$ cat src/rtl/alu_shift_pkg.sv
// Shared encodings for the iterative shift/rotate unit: operation modes and FSM states.
package alu_shift_pkg;

    typedef enum logic [2:0] {
        MODE_SHL = 3'd0,
        MODE_SHR = 3'd1,
        MODE_SAR = 3'd2,
        MODE_ROL = 3'd3,
        MODE_ROR = 3'd4
    } shift_mode_e;

    typedef enum logic [1:0] {
        ST_IDLE  = 2'd0,
        ST_SHIFT = 2'd1,
        ST_DONE  = 2'd2
    } shift_state_e;

endpackage : alu_shift_pkg

$ cat src/rtl/alu_shift_step.sv
// Single one-bit shift/rotate step; cf is the bit that leaves (or wraps around) r.
module alu_shift_step
    import alu_shift_pkg::*;
#(
    parameter int unsigned WIDTH = 8
) (
    input  logic [2:0]       mode,
    input  logic [WIDTH-1:0] r,
    output logic [WIDTH-1:0] r_nxt_c,
    output logic             cf_nxt_c
);

    always_comb begin
        r_nxt_c  = r;
        cf_nxt_c = 1'b0;
        case (mode)
            MODE_SHL: begin
                r_nxt_c  = {r[WIDTH-2:0], 1'b0};
                cf_nxt_c = r[WIDTH-1];
            end
            MODE_SHR: begin
                r_nxt_c  = {1'b0, r[WIDTH-1:1]};
                cf_nxt_c = r[0];
            end
            MODE_SAR: begin
                r_nxt_c  = {r[WIDTH-1], r[WIDTH-1:1]};
                cf_nxt_c = r[0];
            end
            // Rotates report the bit that wrapped, i.e. the new end bit.
            MODE_ROL: begin
                r_nxt_c  = {r[WIDTH-2:0], r[WIDTH-1]};
                cf_nxt_c = r[WIDTH-1];
            end
            MODE_ROR: begin
                r_nxt_c  = {r[0], r[WIDTH-1:1]};
                cf_nxt_c = r[0];
            end
            default: begin
                r_nxt_c  = r;
                cf_nxt_c = 1'b0;
            end
        endcase
    end

endmodule : alu_shift_step

$ cat src/rtl/alu_shift_unit.sv
// Multi-cycle shift/rotate unit: accepts an operand in IDLE, steps one bit per clock,
// then holds the result in DONE until the consumer takes it.
module alu_shift_unit
    import alu_shift_pkg::*;
#(
    parameter int unsigned WIDTH = 8
) (
    input  logic             clk,
    input  logic             rst_n,
    input  logic             flush,
    input  logic             in_valid,
    output logic             in_ready,
    input  logic [2:0]       mode,
    input  logic [WIDTH-1:0] a,
    input  logic [WIDTH-1:0] b,
    output logic             out_valid,
    input  logic             out_ready,
    output logic [WIDTH-1:0] r,
    output logic             cf,
    output logic             zf
);

    localparam int unsigned SHAMT_W = $clog2(WIDTH) + 1;
    localparam int unsigned CNT_W   = $clog2(WIDTH + 2);

    shift_state_e     state_q, state_d;
    logic [WIDTH-1:0] r_q, r_d;
    logic             cf_q, cf_d;
    logic             zf_q, zf_d;
    logic [CNT_W-1:0] cnt_q, cnt_d;
    logic [2:0]       mode_q, mode_d;
    logic             out_valid_q, out_valid_d;
    logic             in_ready_q, in_ready_d;

    logic [SHAMT_W-1:0] n_c;
    logic [CNT_W-1:0]   cnt_load_c;
    logic [WIDTH-1:0]   step_r_c;
    logic               step_cf_c;
    logic               b_unused;

    // Only the low SHAMT_W bits of b carry the shift amount.
    assign n_c      = b[SHAMT_W-1:0];
    assign b_unused = ^b;

    // Shifts saturate at WIDTH+1 steps (enough to clear cf too); rotates wrap.
    always_comb begin
        int unsigned n_u;
        n_u        = 32'(n_c);
        cnt_load_c = '0;
        case (mode)
            MODE_SHL, MODE_SHR, MODE_SAR:
                cnt_load_c = CNT_W'((n_u > WIDTH + 1) ? WIDTH + 1 : n_u);
            MODE_ROL, MODE_ROR:
                cnt_load_c = CNT_W'(n_u % WIDTH);
            default:
                cnt_load_c = '0;
        endcase
    end

    alu_shift_step #(
        .WIDTH (WIDTH)
    ) u_step (
        .mode     (mode_q),
        .r        (r_q),
        .r_nxt_c  (step_r_c),
        .cf_nxt_c (step_cf_c)
    );

    always_comb begin
        state_d     = state_q;
        r_d         = r_q;
        cf_d        = cf_q;
        zf_d        = zf_q;
        cnt_d       = cnt_q;
        mode_d      = mode_q;
        out_valid_d = 1'b0;
        in_ready_d  = 1'b0;

        case (state_q)
            ST_IDLE: begin
                if (in_valid) begin
                    r_d     = a;
                    cf_d    = 1'b0;
                    zf_d    = (a == '0);
                    cnt_d   = cnt_load_c;
                    mode_d  = mode;
                    state_d = ST_SHIFT;
                end
            end
            ST_SHIFT: begin
                if (cnt_q == '0) begin
                    state_d = ST_DONE;
                end else begin
                    r_d   = step_r_c;
                    cf_d  = step_cf_c;
                    zf_d  = (step_r_c == '0);
                    cnt_d = cnt_q - CNT_W'(1);
                end
            end
            ST_DONE: begin
                if (out_ready) begin
                    state_d = ST_IDLE;
                end
            end
            default: begin
                state_d = ST_IDLE;
            end
        endcase

        // Abort wins over everything but leaves the visible result untouched.
        if (flush) begin
            state_d = ST_IDLE;
            r_d     = r_q;
            cf_d    = cf_q;
            zf_d    = zf_q;
            cnt_d   = cnt_q;
            mode_d  = mode_q;
        end

        out_valid_d = (state_d == ST_DONE);
        in_ready_d  = (state_d == ST_IDLE);
    end

    always_ff @(posedge clk or negedge rst_n) begin
        if (!rst_n) begin
            state_q     <= ST_IDLE;
            r_q         <= '0;
            cf_q        <= 1'b0;
            zf_q        <= 1'b0;
            cnt_q       <= '0;
            mode_q      <= '0;
            out_valid_q <= 1'b0;
            in_ready_q  <= 1'b1;
        end else begin
            state_q     <= state_d;
            r_q         <= r_d;
            cf_q        <= cf_d;
            zf_q        <= zf_d;
            cnt_q       <= cnt_d;
            mode_q      <= mode_d;
            out_valid_q <= out_valid_d;
            in_ready_q  <= in_ready_d;
        end
    end

    assign in_ready  = in_ready_q;
    assign out_valid = out_valid_q;
    assign r         = r_q;
    assign cf        = cf_q;
    assign zf        = zf_q;

endmodule : alu_shift_unit

$ cat config.mk
export PLATFORM = sky130hd
export DESIGN_NAME = alu_shift_unit
export DESIGN_NICKNAME = d
export VERILOG_FILES = /design/src/rtl/alu_shift_pkg.sv /design/src/rtl/alu_shift_step.sv /design/src/rtl/alu_shift_unit.sv
export SDC_FILE = /design/constraint.sdc
export NUM_CORES = 1
export LEC_CHECK = 0
export ABC_AREA = 0
export CORE_ASPECT_RATIO = 1.25
export CORE_UTILIZATION = 48
export DETAILED_ROUTE_END_ITERATION = 8
export GPL_TIMING_DRIVEN = 0
export PLACE_DENSITY = 0.79
export SKIP_LAST_GASP = 1
export SLEW_MARGIN = 0
export SYNTH_ARGS = -nofsm -noshare
export SYNTH_HDL_FRONTEND = slang
export SYNTH_SLANG_ARGS = --single-unit
$ cat constraint.sdc
create_clock -name clk -period 2.3 [get_ports clk]
set_input_delay 0.46 -clock clk [delete_from_list [all_inputs] [get_ports clk]]
set_output_delay 0.46 -clock clk [all_outputs]
set_load 0.02 [all_outputs]
# Yosys cells after proc, flatten, opt, wreduce, memory -nomap -nowiden
# Cells that the tools add are included.
[op_classes]
n_addsub = 1
n_lt_le_gt_ge = 1
n_eq_ne = 13
muxes = 21
n_bitwise = 1
n_reduce_logical = 14
[op_table]
columns = ["operator", "n"]
rows = [
  ["8-bit case mux with 5 select lines", 1],
  ["8-bit zero test", 2],
  ["8-bit 2-to-1 mux", 2],
  ["4-bit case mux with 2 select lines", 2],
  ["8-bit case mux with 2 select lines", 1],
  ["3-bit by 2-bit == test with 1-bit output, second input constant", 4],
  ["4-bit 2-to-1 mux", 3],
  ["2-bit 2-to-1 mux", 4],
  ["3-bit by 1-bit == test with 1-bit output, second input constant", 2],
  ["3-bit == test, second input constant", 2],
  ["3-bit zero test", 2],
  ["1-bit case mux with 2 select lines", 3],
  ["2-bit case mux with 3 select lines", 1],
  ["3-bit OR reduction", 2],
  ["2-bit == test, second input constant", 2],
  ["4-bit > comparator, second input constant", 1],
  ["2-bit zero test", 2],
  ["4-bit zero test", 1],
  ["1-bit 2-to-1 mux", 4],
  ["2-bit != test, second input constant", 2],
  ["4-bit AND reduction", 1],
  ["2-bit OR reduction", 2],
  ["4-bit by 1-bit subtractor with 4-bit output, second input constant", 1],
  ["3-bit AND reduction", 1],
  ["other kinds (3)", 3],
]
[word_totals]
reg_bits = 21
wordCells = 59

# Logic depth before layout (Yosys ltp)
[logic_depth]
word_depth = 5
mapped_depth = 9
depth_no_buf = 8

# By module
# A second synthesis with hierarchy kept.
[unflattened]
hier_cells = 156
hier_area_um2 = 1412.6
[modules_own_cells]
columns = ["mod", "n_inst", "cells_per_inst", "area_each_um2", "seq_area_each_um2"]
rows = [
  ["alu_shift_unit", 1, 112, 1081.0, 526.8],
  ["alu_shift_step", 1, 44, 331.6, 0.0],
]

# Worst setup path after synthesis
# Ideal clock, no wire load.
[synth_path]
path_type = "reg-to-reg"
from = "register cnt_q[0]"
to = "register cnt_q[0]"
setup_ns = 0.138
arrival_ns = 1.605
required_ns = 2.162
path_slack_ns = 0.557
stages_incl_launch_ff = 9
path_buffers = 1
synth_period_minus_slack_ns = 1.743
path_cell_list = "dfrtp_1 -> inv_1 -> ha_1 -> nor3b_1 -> or3_4 -> and2_4 -> buf_2 -> nand2_1 -> o221ai_1"
[synth_via]
elab_chain_cells = 3
elab_cells_between_ends = 6
cone_classes = "add/sub: 1; eq/ne: 1; mux: 2; reduce/logical: 2"
[synth_rtl]
columns = ["element", "line", "rtl"]
rows = [
  ["from (decl)", "alu_shift_unit.sv:30", "logic [CNT_W-1:0] cnt_q, cnt_d;"],
  ["from (signal assigned)", "alu_shift_unit.sv:139", "cnt_q <= cnt_d;"],
  ["4-bit by 1-bit subtractor with 4-bit output or 4-bit zero test (tied branches)", "alu_shift_unit.sv:97, alu_shift_unit.sv:91", ""],
  ["4-bit 2-to-1 mux or 2-bit != test (tied branches)", "-", ""],
  ["4-bit case mux with 2 select lines or 4-bit AND reduction (tied branches)", "-", ""],
]
# Parallel ways exist; a longest one is shown, timed or not. The select of a mux whose other input is x is not followed.
# A chain may end at the register's enable or synchronous reset.

# Worst setup path after layout
[layout_path]
from = "register mode_q[0]"
to = "register zf_q (netlist: zf)"
[layout_via]
elab_chain_cells = 5
elab_cells_between_ends = 9
cone_classes = "eq/ne: 4; mux: 3; reduce/logical: 2"
[layout_rtl]
columns = ["element", "line", "rtl"]
rows = [
  ["from (decl)", "alu_shift_unit.sv:31", "logic [2:0] mode_q, mode_d;"],
  ["from (signal assigned)", "alu_shift_unit.sv:140", "mode_q <= mode_d;"],
  ["3-bit == test, or another cell as far along", "alu_shift_step.sv:16", "case (mode)"],
  ["8-bit case mux with 5 select lines (*)", "alu_shift_step.sv:16", ""],
  ["8-bit zero test (*)", "alu_shift_unit.sv:96", "zf_d = (step_r_c == '0);"],
  ["1-bit 2-to-1 mux (*)", "alu_shift_unit.sv:91", "if (cnt_q == '0) begin"],
  ["1-bit case mux with 2 select lines (*)", "alu_shift_unit.sv:79", "case (state_q)"],
  ["to (signal assigned)", "alu_shift_unit.sv:138", "zf_q <= zf_d;"],
  ["to (decl)", "alu_shift_unit.sv:29", "logic zf_q, zf_d;"],
]
# Every way passes the cells marked *; elsewhere a longest branch is shown, timed or not. The select of a mux whose other input is x is not followed.

==> summary.txt <==
Setup path
  – Reg2Reg Setup Slack: between 0.3 and 0.4 ns
  – Startpoint types: flop
  – CP Max Fanout: 7
  – Critical path arrival: between 2 and 2.5 ns
  – CP Class: flop to flop
  – Source of the worst register-to-register timing path: mode_q[0]
  – Endpoint type of the worst setup path: flop
  – Worst EP required: roughly 2.5 ns
  – RR Endpoint: zf
  – Worst reg2reg path depth: 6

Global route
  – Largest net degree at the start of global routing: 22
  – First-pass GRT wire length: about 5600 µm
  – Grt total ovfl: 0
  – Vias in the first global route: roughly 1300
  – Total GRT Usage: 0.2347
  – Initial antenna violation count: 0

Clocking
  – Clock sinks: 21
  – Root Buffer: clkbuf_4
  – Max Buffers Root-to-Sink: 2
  – Clk Latency, worst-skew pair: approximately 0.3 ns
  – CTS Hold Buffers Added: 0
  – Clk slew on worst S/H paths: about 0.12 ns
  – # Post-CTS Setup Buffers: 0
  – TritonCTS Buffers: 3
  – CTS tree: done
  – Htree depth: 1
  – PostCTS Resize Cnt: 0

STA
  – Max Slew Vio Count: 0
  – Final Setup Violations: 0
  – Final period utilization: 0.8625
  – Relative slew slack: 0.3780
  – Final Hold Viols: 0
  – RSZ-0062 raised after global routing: false
  – Worst-Margin Slew: slightly above 0.9 ns
  – Fmax: between 0.5 and 0.6 GHz
  – Fin Clk Skew: slightly above 0.009 ns
  – Tmin final: 1.984 ns
  – Setup TNS: 0 ns

Drt
  – DR WL/cell: 14.62 µm
  – Highest metal used: met4
  – DRC Markers: 0
  – First-pass iteration count of the detailed router: 4
  – Met3 WL: around 120 µm
  – DRT met1 WL: between 1000 and 1500 µm
  – DRT antenna net count: 0
  – DR iter-0 viols: 47
  – Via count: between 1000 and 1500
  – Met2 wire length: between 1500 and 2000 µm
  – Via/cell ratio: 5.873
  – Drt total wl: roughly 3300 µm

Die
  – Die height: a little over 60 µm
  – IO Count: 36
  – Chip width: roughly 50 µm
  – Site Rows: 21
  – Core Box Area: ~0.0027 mm²
  – Starting density of the core: 0.5086
  – Die ar.: about 0.003 mm²

Synth
  – Yosys warns: 0
  – Number of flops mapped to enable cells by yosys: 0
  – Seq/Total Area, Yosys: 0.3827
  – Area fraction of the dominant cell type after synthesis: 0.3636
  – Synth area leaders: dfrtp_1, mux2i_1, nand2_1
  – Ys flop type: dfrtp_1
  – Most common cell in the netlist: nand2_1
  – Post-Syn Nets: between 150 and 200
  – Yosys cell types: 39
  – Async set-reset flop share out of synthesis: 1.000
  – Syn avg cell area: about 8.6 µm²
  – Synth area leader: dfrtp_1
  – Post-Syn Instances: 160
  – #FFs+latches synth: 21
  – Mapped Area: around 0.0014 mm²
  – Synth cell count leaders: nand2_1, dfrtp_1, o21ai_0, nor2_1, mux2i_1

Outcome
  – Status: complete, no violations

Placed design
  – Placed cell area: approximately 0.0017 mm²
  – Port bufs: 31
  – Placed insts: between 200 and 250
  – Routability-driven placement congestion ratio: 0.8359
  – HPWL Detailed: about 2500 µm

Cells and area
  – Synth-to-layout area growth: 27.55%
  – Share of cells above drive strength 1: 0.1026
  – ANT cells: 0
  – Fill cells: between 200 and 250
  – Nets: between 200 and 250
  – Finished Layout Cells: about 230
  – Layout Cell Area excl Fill: about 0.0018 mm²

Power
  – PwrDens: ~1300 mW/mm²
  – Leak: 0.7370 nW
  – Peak supply drop: about 0.8 mV

Worst hold path
  – Hold path startpoint: cf
  – Worst-case hold path end point: cf
  – HP Class: flop to flop
  – WHS Path Cells: 2

Run
  – Maxcap violations: 0
-- worst max-delay path by stage --
stage | startpoint | depth (start not counted) | slack (ns) | to
after floorplan | cnt_q[0] | 8 | 0.56 | cnt_q[0]
after global placement | flush | 6 | 0.24 | cnt_q[0]
after detailed placement | flush | 6 | 0.22 | cnt_q[0]
after CTS | mode_q[0] | 6 | 0.33 | zf
after global routing | mode_q[0] | 6 | 0.10 | zf
final | mode_q[0] | 6 | 0.32 | zf
-- registers in the layout (all words and copies together) (netlist names) --
signal     flops
cf             1
cnt_q          4
in_ready       1
mode_q         3
out_valid      1
r              8
state_q        2
zf             1
-- placed cells by master, fill, tap and decap left out, types with 2 or more instances in the layout --
master	count
clkbuf_1	3
a31oi_1	6
nor4_1	2
nand2b_1	2
dfrtp_1	20
nand3b_1	4
o21ai_1	2
mux2i_1	12
clkbuf_4	3
inv_1	2
clkdlybuf4s50_1	31
a21oi_1	6
o221ai_1	2
o211ai_1	5
buf_2	4
nor3b_1	2
or3_1	4
nand3_1	5
o21ai_0	16
nand2_1	26
nor2_1	14
nor3_1	3
buf_6	3
-- metal layers --
layer  GRT usage  vias to the layer above
met5           0                        -
met4     0.08163                        0
met3     0.01703                        5
met2      0.4286                       41
met1      0.2964                      649
li1            -                      650
-- logic make-up after synthesis --
logic type / after synthesis / share of synthesized area
buf+inv: 12 / 0.05364
xor+xnor: 2 / 0.01819
simple gates: 69 / 0.2545
mux: 13 / 0.09546
compound gates: 42 / 0.1864
flops: 21 / 0.3827
fa+ha+maj: 1 / 0.009089
-- final cells by class --
class	instances	area, µm²	share of cell area
inverters	3	12.51	0.007128
well taps	34	42.54	0.02423
clock buffers	4	26.28	0.01497
multi-input cells	127	775.7	0.4419
repair buffers	31	310.3	0.1768
flip-flops and latches	21	526.8	0.3001
plain buffers	9	61.31	0.03493
-- critical path: stages (launching register included) --
cell,delay [ns]
dfrtp_1,0.45
nor2_1,0.48
mux2_2,0.39
a21oi_1,0.14
o21ai_0,0.12
nand3b_1,0.20
a21oi_1,0.14
-- through the flow --
step	power [mW]	setup WS, ns	hold slack, ns	utilization
floorplan	1.638	0.5574	0.1644	-
global placement	2.038	0.2396	0.4937	0.6389
detailed placement	2.083	0.2229	0.5109	0.6389
CTS	2.260	0.3300	0.5403	0.6486
global route	2.436	0.1015	0.5911	0.6486
finish	2.268	0.3162	0.5392	0.6486
-- power breakdown --
part / switching, mW / leakage [nW] / total [mW] / internal (mW)
Sequential: 0.202 / 0.259 / 0.729 / 0.527
Clock: 0.110 / 0.0150 / 0.178 / 0.0676
Combinational: 0.725 / 0.463 / 1.36 / 0.637
Total: 1.04 / 0.737 / 2.27 / 1.23
Note: power is estimated with default switching activity, not from simulation.
